<file path="src/rtl/div_bcd_fmt.sv">
// Result formatter behind the 8-bit sequential divider: captures Q/R on the
// divider's out_valid rising edge and converts both to packed BCD (double-dabble).
module div_bcd_fmt #(
  parameter int WIDTH  = 8,
  parameter int DIGITS = 3
) (
  input  logic                clk,
  input  logic                rst,
  input  logic                in_valid,
  input  logic [WIDTH-1:0]    in_q,
  input  logic [WIDTH-1:0]    in_r,
  output logic [4*DIGITS-1:0] q_bcd,
  output logic [4*DIGITS-1:0] r_bcd,
  output logic                out_valid,
  input  logic                out_ready,
  output logic                busy,
  output logic                overrun,
  output logic [1:0]          state_dbg
);

  // Handshake: a result transfers on a rising clk edge where out_valid && out_ready;
  // out_valid and q_bcd/r_bcd are held stable until then, and out_valid never
  // depends combinationally on out_ready.

  localparam int BW   = 4 * DIGITS;
  localparam int CW   = $clog2(WIDTH + 1);
  localparam logic [CW-1:0] LAST = CW'(WIDTH - 1);

  if (10 ** DIGITS <= 2 ** WIDTH - 1) begin : g_digits_too_few
    $fatal(1, "div_bcd_fmt: DIGITS too small to hold 2**WIDTH-1");
  end

  typedef enum logic [1:0] {
    IDLE = 2'd0,
    CONV = 2'd1,
    DONE = 2'd2
  } state_t;

  state_t state, state_nxt;

  logic [WIDTH-1:0]    q_sh, r_sh;
  logic [BW-1:0]       q_acc, r_acc;
  logic [CW-1:0]       cnt;
  logic                in_valid_d;
  logic [BW+WIDTH-1:0] q_step, r_step;
  logic                capture, hs, accept, drop;

  function automatic logic [BW-1:0] add3(input logic [BW-1:0] b);
    logic [BW-1:0] o;
    o = b;
    for (int d = 0; d < DIGITS; d++) begin
      if (b[4*d +: 4] >= 4'd5) o[4*d +: 4] = b[4*d +: 4] + 4'd3;
    end
    return o;
  endfunction

  // One double-dabble step: correct every digit, then shift {bcd, bin} left.
  assign q_step = {add3(q_acc), q_sh} << 1;
  assign r_step = {add3(r_acc), r_sh} << 1;

  assign capture = in_valid & ~in_valid_d;
  assign hs      = (state == DONE) & out_ready;
  assign accept  = capture & ((state == IDLE) | hs);
  assign drop    = capture & ~accept;

  always_ff @(posedge clk or posedge rst) begin
    if (rst) state <= IDLE;
    else     state <= state_nxt;
  end

  always_comb begin
    state_nxt = state;
    case (state)
      IDLE:    if (capture) state_nxt = CONV;
      CONV:    if (cnt == LAST) state_nxt = DONE;
      DONE:    if (hs) state_nxt = capture ? CONV : IDLE;
      default: state_nxt = IDLE;
    endcase
  end

  always_comb begin
    busy      = (state != IDLE);
    out_valid = (state == DONE);
    state_dbg = state;
  end

  always_ff @(posedge clk or posedge rst) begin
    if (rst) begin
      q_sh       <= '0;
      r_sh       <= '0;
      q_acc      <= '0;
      r_acc      <= '0;
      cnt        <= '0;
      q_bcd      <= '0;
      r_bcd      <= '0;
      overrun    <= 1'b0;
      in_valid_d <= 1'b0;
    end else begin
      in_valid_d <= in_valid;
      if (drop) overrun <= 1'b1;
      if (accept) begin
        q_sh  <= in_q;
        r_sh  <= in_r;
        q_acc <= '0;
        r_acc <= '0;
        cnt   <= '0;
      end else if (state == CONV) begin
        {q_acc, q_sh} <= q_step;
        {r_acc, r_sh} <= r_step;
        cnt           <= cnt + 1'b1;
        if (cnt == LAST) begin
          q_bcd <= q_step[BW+WIDTH-1 -: BW];
          r_bcd <= r_step[BW+WIDTH-1 -: BW];
        end
      end
    end
  end

endmodule

</file>
<file path="config.mk">
export PLATFORM = sky130hd
export DESIGN_NAME = div_bcd_fmt
export DESIGN_NICKNAME = d
export VERILOG_FILES = /design/src/rtl/div_bcd_fmt.sv
export SDC_FILE = /design/constraint.sdc
export NUM_CORES = 1
export LEC_CHECK = 0
export BUFFER_PORTS_ARGS = -buffer_cell sky130_fd_sc_hd__buf_4
export CAP_MARGIN = 0
export CORE_MARGIN = 8
export CORE_UTILIZATION = 51
export CTS_CLUSTER_SIZE = 28
export DETAILED_ROUTE_END_ITERATION = 8
export GPL_TIMING_DRIVEN = 0
export PLACE_DENSITY = 0.86
export SYNTH_ARGS = -nofsm -noshare
export SYNTH_HDL_FRONTEND = slang
export SYNTH_SLANG_ARGS = --single-unit
</file>
<file path="constraint.sdc">
create_clock -name clk -period 2.1 [get_ports clk]
set_input_delay 0.42 -clock clk [delete_from_list [all_inputs] [get_ports clk]]
set_output_delay 0.42 -clock clk [all_outputs]
set_load 0.02 [all_outputs]
</file>
* Word level (Yosys, flattened, before mapping)
Index checks and enable logic that the tools add are counted.
** Word-level totals
- Register bits after elaboration :: 72
- Input bits :: 20
- Output and inout port bits :: 29
- Logic and storage cells :: 62
** Cells by class
- Reduce and logical (&&, ||, !) cells :: 5
- Muxes and demuxes :: 21
- Equal/unequal tests :: 6
- Bitwise gates (word level) :: 7
- Add/sub/neg operators :: 7
- Magnitude comparators :: 6
** Operators by type and width (count)
- two-way mux 12 bit :: 4
- two-way mux 8 bit :: 4
- greater-or-equal comparator 4 x 3 -> 1 bit, second input constant :: 6
- two-way mux 4 bit :: 6
- adder 4 x 2 -> 4 bit, second input constant :: 4
- adder 3 x 2 -> 3 bit, second input constant :: 2
- two-way mux 2 bit :: 3
- two-way mux 3 bit :: 2
- case mux 2 bit (3 select lines) :: 1
- AND reduction 3 bit :: 2
- adder 4 x 1 -> 4 bit, second input constant :: 1
- bitwise AND 1 bit :: 4
- equality test 4 x 3 -> 1 bit, second input constant :: 1
- inequality test 2 bit, second input constant :: 2
- nonzero test 2 bit :: 2
- equality test 2 x 1 -> 1 bit, second input constant :: 1
- equality test 2 bit, second input constant :: 1
- logical NOT 2 bit :: 1
- inequality test 2 x 1 -> 1 bit, second input constant :: 1
- NOT 1 bit :: 2
- two-way mux 1 bit :: 1
- OR 1 bit :: 1

* Longest topological paths before layout
Gate-level depths: netlist of the first run.
- Depth in word-level cells :: 6
- Depth in mapped cells :: 7
- Depth with buffers taken out :: 6

* Worst setup path before layout of the first run
Ideal clock, no wire load.
- Path type :: reg2reg
- Start :: reg state[1], in the netlist state_dbg[1]
- End :: reg q_bcd[10]
- Period minus slack after synthesis :: 1.736 ns
- Required time :: 1.975 ns
- Data arrival time :: 1.611 ns
- Setup time :: 0.125 ns
- Setup slack :: 0.364 ns
- Buffers on the path :: 2
- Cell stages (with the launch flop) :: 6
- Path through :: dfrtp_1 > nand2b_1 > buf_2 > nor3_4 > buf_6 > mux2_2
** Between the ends
- Cells in the longest elaborated chain, start to end :: 6
- Elaborated cells on any way between the ends :: 8
- Those cells by class :: eq/ne: 2; bitwise: 4; reduce/logical: 2
** RTL lines
- start, declared :: line 39 : state_t state, state_nxt;
- start signal, assigned :: line 68 : else state <= state_nxt;
- equality test 2 bit :: line 62 : assign hs = (state == DONE) & out_ready;
- bitwise AND 1 bit :: line 62
- OR 1 bit :: line 63 : assign accept = capture & ((state == IDLE) | hs);
- bitwise AND 1 bit :: line 63
- NOT 1 bit (no line)
- AND reduction 3 bit (no line) (*)
- end signal, assigned :: line 112 : q_bcd <= q_step[BW+WIDTH-1 -: BW];
- end, declared :: line 12 : output logic [4*DIGITS-1:0] q_bcd,
Mark *: on every way between the ends. The rest lies on a longest branch, timed or not.
A chain may end at the register's enable or synchronous reset.

* Worst setup path in the final report of the first run
- Start :: reg state[1], in the netlist state_dbg[1]
- End :: reg q_bcd[5]
Same word-level chain as after synthesis.

==> results of run 1 <==
==> per-layer routing <==
metal / vias to the layer above / share of wire
li1: 1200 / -
met1: 1235 / 0.42
met2: 72 / 0.49
met3: 12 / 0.067
met4: 0 / 0.019
met5: - / 0
==> per-stage QoR <==
step | cell area, um2 | std cells
floorplan | 3320 | 302
global placement | 3780 | 427
detailed placement | 3820 | 429
CTS | 4020 | 445
global route | 4020 | 445
finish | 4020 | 445
==> placed cells by master, fill, tap and decap left out, types with 11 or more instances in the layout <==
master | synthesis | routed
a21oi_1 | 27 | 27
a22o_1 | 13 | 13
a22oi_1 | 14 | 14
buf_4 | 2 | 50
dfrtp_1 | 72 | 72
ha_1 | 13 | 13
inv_1 | 14 | 13
mux2_2 | 14 | 14
nand2_1 | 37 | 37
nor2_1 | 12 | 12
o21ai_0 | 11 | 11
==> cells by family (layout without fill, tap and decap cells) <==
group	after synthesis	after routing	synth area share
AO/OA/AOI/OAI	85	85	0.172
XOR/XNOR	7	7	0.0185
adder cells (fa/ha/maj)	13	13	0.0490
buffers and inverters	29	95	0.0392
flip-flops	72	72	0.543
multiplexers	20	20	0.0656
AND/OR/NAND/NOR	76	76	0.112
==> state kept, by name (all words and copies together) (netlist names) <==
register and count:
in_valid_d 1, r_bcd 12, cnt 4, q_bcd 12
state_dbg 2, q_sh 8, overrun 1, q_acc 12
r_sh 8, r_acc 12
==> worst register-to-register path, stage by stage, from the launching register on <==
cell	delay, ns
dfrtp_1	0.43
nand2b_1	0.16
buf_2	0.19
nor3_4	0.44
buf_6	0.24
mux2_2	0.35
==> area by class of cell <==
cell class / instances / share of cell area
inverter: 14 / 0.0140
clock buffer: 11 / 0.0351
buffer: 15 / 0.0193
sequential: 72 / 0.448
multi-input combinational: 201 / 0.344
clock inverter: 5 / 0.0140
timing repair buffer: 50 / 0.101
tap: 77 / 0.0240
==> final timing paths <==
kind                              startpoint    endpoint  cells after the start
worst max-delay path            state_dbg[1]    q_bcd[5]                      5
worst min-delay path                     rst     q_sh[4]                      2
worst max register to register  state_dbg[1]    q_bcd[5]                      5
worst min register to register       overrun     overrun                      1
max in group asynchronous                rst   r_bcd[10]                      4
min in group clk                    in_valid  in_valid_d                      1
==> report_power, final <==
group,total [W],internal [W],switching (W)
Sequential,0.00245,0.00198,0.000465
Combinational,0.00317,0.00140,0.00177
Clock,0.00108,0.000579,0.000502
Total,0.00670,0.00396,0.00274
==> impl_results.md, run 1 <==
* Status: complete, no violations
* Met1 GRT Util at 0.192
* Drt pass-1 iters at 4
* CTS tree: yes
* Total CTS buffers at 9
* Resized Gates After CTS at 0
* DR WL/cell at 16.8 um
* Most instantiated library cell after synthesis: dfrtp_1
* Post-synthesis sequential area ratio at 0.543
* Largest net degree at the start of global routing at 29
* Clock Skews at 0.0110 ns
* CP max FO at 10
* CTS Root Cell: clkbuf_8
* Mean post-synth cell area at 11.0 um2
* Chip width at 96.6 um
* CP Buf/Inv Count at 2
* Total core area at 6310 um2
* Top Ports at 49
* Area occupied by multi-input gates at 1390 um2
* Post-synth EDFFs at 0
* Via count at 2,519
* Overall power at 0.00670 W
* CTS Hold Buffers Added at 0
* Mapped cell area at 3320 um2
* Post-synth top area cell: dfrtp_1
* Max transition margin at 0.613
* Routing usage on met3 at 0.0555
* Worst Max-Slew Pin Slew at 0.575 ns
* Worst setup SP type: flip-flop
* Worst EP required at 2.34 ns
* Setup ws final at 0.188 ns
* Grt peak-use layer: met2
* Worst Hold Class: input pin to async pin
* Crit-path cells: nand2b_1 -> buf_2 -> nor3_4 -> buf_6 -> mux2_2
* Worst-path clk slew at 0.08 ns
* Synthesized flop and latch total at 72
* Finished Core Util at 0.637
* Clk buf depth at 2
* # clock sinks at 72
* Area contributors post-synth: dfrtp_1 54%, ha_1 4.9%, mux2_2 4.8%
* Antenna violations before repair at 0
* Setup bufs post-CTS at 0
* Post-synthesis cell type count at 32
* Max VDD drop at 0.000871 V
* Synth cell count leaders: 72 x dfrtp_1, 37 x nand2_1, 27 x a21oi_1
* Skew-Pair Late Insertion Delay at 0.35 ns
* Slew Limit Fails at 0
* Leakage at 1.92 nW
* Critical Path Max Stage Delay at 0.44 ns
* Cells after synthesis at 302
* Max-cap violation count at 0
* Post-Route WL at 7470 um
* Ys flop type: dfrtp_1
* Die Area at 9340 um2
* Vias per Instance at 5.66
* Post-DRT Antenna Nets at 0
* Crit path time final at 1.91 ns
* Layout Nets at 396
* Tcrit/Tclk final at 0.910
* # rows at 29
* Initial Utilization at 0.525
* Die span in y at 96.6 um
* Detailed router's first-iteration violation count at 159
* Asr flop ratio synth at 1.00
* Slowest cell on the critical path: nor3_4
* Total Routing Usage GR at 0.165
* H-Tree Depth at 3
* RSZ-0062 raised after global routing: no
* Remaining routing DRC violations at 0
* Share of layout cells above drive strength 1 at 0.245
* Hold Vio Cnt, Final at 0
* Crit Path Category: flip-flop to flip-flop
* Overflow after GRT at 0
* Max Clock Freq at 0.523 GHz
* Endpoints failing setup at 0
* Global-route wire length before repair at 12,600 um
* Port bufs at 48
* Hpwl dp at 5460 um
* Vias in the first global route at 2,643
* Worst path top cell family by delay: simple AND/OR/NAND/NOR gates
* WP data arrival at 2.15 ns
* RePlAce Congestion at 0.782
* Fin Setup TNS at 0 ns
* Worst hold margin at 0.115 ns
* Reg2Reg Setup Slack at 0.19 ns
* Pre-CTS WS at 0.169 ns
* Global routing met2 resource utilization at 0.270
* # diodes at 0
* FF/Latch Area at 1800 um2
* Post-synth top area share at 0.543
* Yosys Warn Count at 0
* Crit. End Element: flip-flop
* P&R area growth vs syn at 21.3%
* # fillers at 505
* Syn nets at 335
* Pwr dens at 1660 nW/um2
No activity file was read; power rests on OpenSTA's default activity.
==> run 2: changes to the inputs <==
Settings changed: CORE_MARGIN 8 to 2, REMOVE_ABC_BUFFERS set to 1.
==> impl_results.md, run 2 (same netlist as run 1, synthesis figures left out) <==
* Slowest cell on the critical path: nor2b_2
* Worst path top cell family by delay: simple AND/OR/NAND/NOR gates
* Most common cell after layout, fill and taps aside: dfrtp_1
* Overall power at 0.00655 W
* Worst EP required at 2.33 ns
* Die Area at 7160 um2
* Crit. End Element: flip-flop
* Chip width at 84.6 um
* Total Routing Usage GR at 0.200
* Hpwl dp at 4350 um
* Via count at 2,484
* Antenna violations before repair at 0
* Placed Instances at 415
* Tcrit/Tclk final at 0.994
* Max VDD drop at 0.000961 V
* Vias per Instance at 5.71
* Pre-CTS WS at -0.771 ns
* FF-to-FF path depth at 5
* Drt pass-1 iters at 5
* Layout Nets at 387
* Most frequent cells in the layout: 72 x dfrtp_1, 52 x buf_4, 37 x nand2_1
* CP Depth at 5
* Post-DRT Antenna Nets at 0
* Port bufs at 48
* CP max FO at 23
* FF/Latch Area at 1800 um2
* Worst Max-Slew Pin Slew at 1.01 ns
* Slew Limit Fails at 0
* # clock sinks at 72
* Crit Path Category: flip-flop to flip-flop
* Hold Path Depth at 1
* CTS Hold Buffers Added at 0
* Endpoints failing setup at 0
* Worst setup SP type: flip-flop
* Leakage at 1.89 nW
* Die span in y at 84.6 um
* Hold Vio Cnt, Final at 0
* P&R area growth vs syn at 19.8%
* Worst-path clk slew at 0.07 ns
* Overflow after GRT at 0
* Global-route wire length before repair at 11,400 um
* Max Clock Freq at 0.479 GHz
* Total core area at 6310 um2
* Final cell count without fillers at 435
* H-Tree Depth at 3
* DR WL/cell at 15.8 um
* Skew-Pair Late Insertion Delay at 0.34 ns
* CTS Root Cell: clkbuf_8
* CTS tree: yes
* Clk buf depth at 2
* Post-Route WL at 6870 um
* CP Buf/Inv Count at 1
* Area occupied by multi-input gates at 1420 um2
* Max-cap violation count at 0
* Critical Path Max Stage Delay at 0.89 ns
* Status: complete, no violations
* Crit path time final at 2.09 ns
* Top Ports at 49
* # fillers at 509
* Share of layout cells above drive strength 1 at 0.249
* Largest net degree at the start of global routing at 73
* Remaining routing DRC violations at 0
* Clock Skews at 0.00621 ns
* RePlAce Congestion at 0.789
* Detailed router's first-iteration violation count at 212
* Worst Hold Class: input pin to flip-flop
* Pwr dens at 1650 nW/um2
* # diodes at 0
* Initial Utilization at 0.525
* Max transition margin at 0.326
* Total CTS buffers at 9
* WP data arrival at 2.32 ns
* Vias in the first global route at 2,496
* Setup ws final at 0.0118 ns
* RSZ-0062 raised after global routing: yes
* Crit-path cells: nor2b_2 -> buf_8 -> nand2_1 -> xor2_1 -> nor2_1
* # rows at 29
[run 2: changes by cell type in the layout (fill, tap and decap cells not counted), moves of 2 or more]
cell and delta:
buf_2 -5, buf_4 +2, buf_1 -3, clkinvlp_4 -2, clkinv_2 -2
[run 2: metrics by stage]
stage | hold WS [ns] | util | setup TNS [ns] | cell area, um2
final | 0.199 | 0.629 | 0 | 3970
after global routing | 0.191 | 0.629 | -0.206 | 3970
after CTS | 0.192 | 0.626 | 0 | 3950
after detailed placement | 0.467 | 0.593 | -28.47 | 3740
after global placement | 0.459 | 0.585 | -113.17 | 3700
after floorplan | 0.446 | - | -16.51 | 3240
[run 2: power by group]
part	internal [W]	total, W	switching (W)	leakage [nW]
clock network	0.000490	0.000950	0.000461	0.0838
registers	0.00198	0.00246	0.000479	0.907
logic	0.00140	0.00314	0.00173	0.896
total	0.00387	0.00655	0.00267	1.89
[run 2: area by class of cell]
| cell class | count | share of cell area |
|---|---|---|
| Multi-Input combinational cell | 202 | 0.357 |
| Clock buffer | 15 | 0.0419 |
| Timing Repair Buffer | 55 | 0.110 |
| Tap cell | 77 | 0.0242 |
| Inverter | 14 | 0.0139 |
| Sequential cell | 72 | 0.453 |
[run 2: path summary, 6_finish.rpt]
| kind | startpoint | end | slack, ns |
|---|---|---|---|
| worst max-delay path | state_dbg[0] | cnt[2] | 0.01 |
| worst min-delay path | in_valid | in_valid_d | 0.20 |
| worst max register to register | state_dbg[0] | cnt[2] | 0.01 |
| worst min register to register | r_sh[4] | r_sh[4] | 0.48 |
| max in group asynchronous | rst | q_bcd[2] | 1.28 |
| min in group asynchronous | rst | r_bcd[4] | 0.26 |
[run 2: metal layers]
metal	track usage	part of all wire	vias up
met5	0	0	-
met4	0.0938	0.014	0
met3	0.0364	0.049	10
met2	0.339	0.52	64
met1	0.249	0.42	1229
li1	-	-	1181
[run 2: what timing repair did]
item,CTS,global route
cloned,1,0
buffers inserted,1,3
pin swaps,1,1
endpoints found under the setup margin,54,4
hold endpoints to repair,0,0
resized for setup,3,0
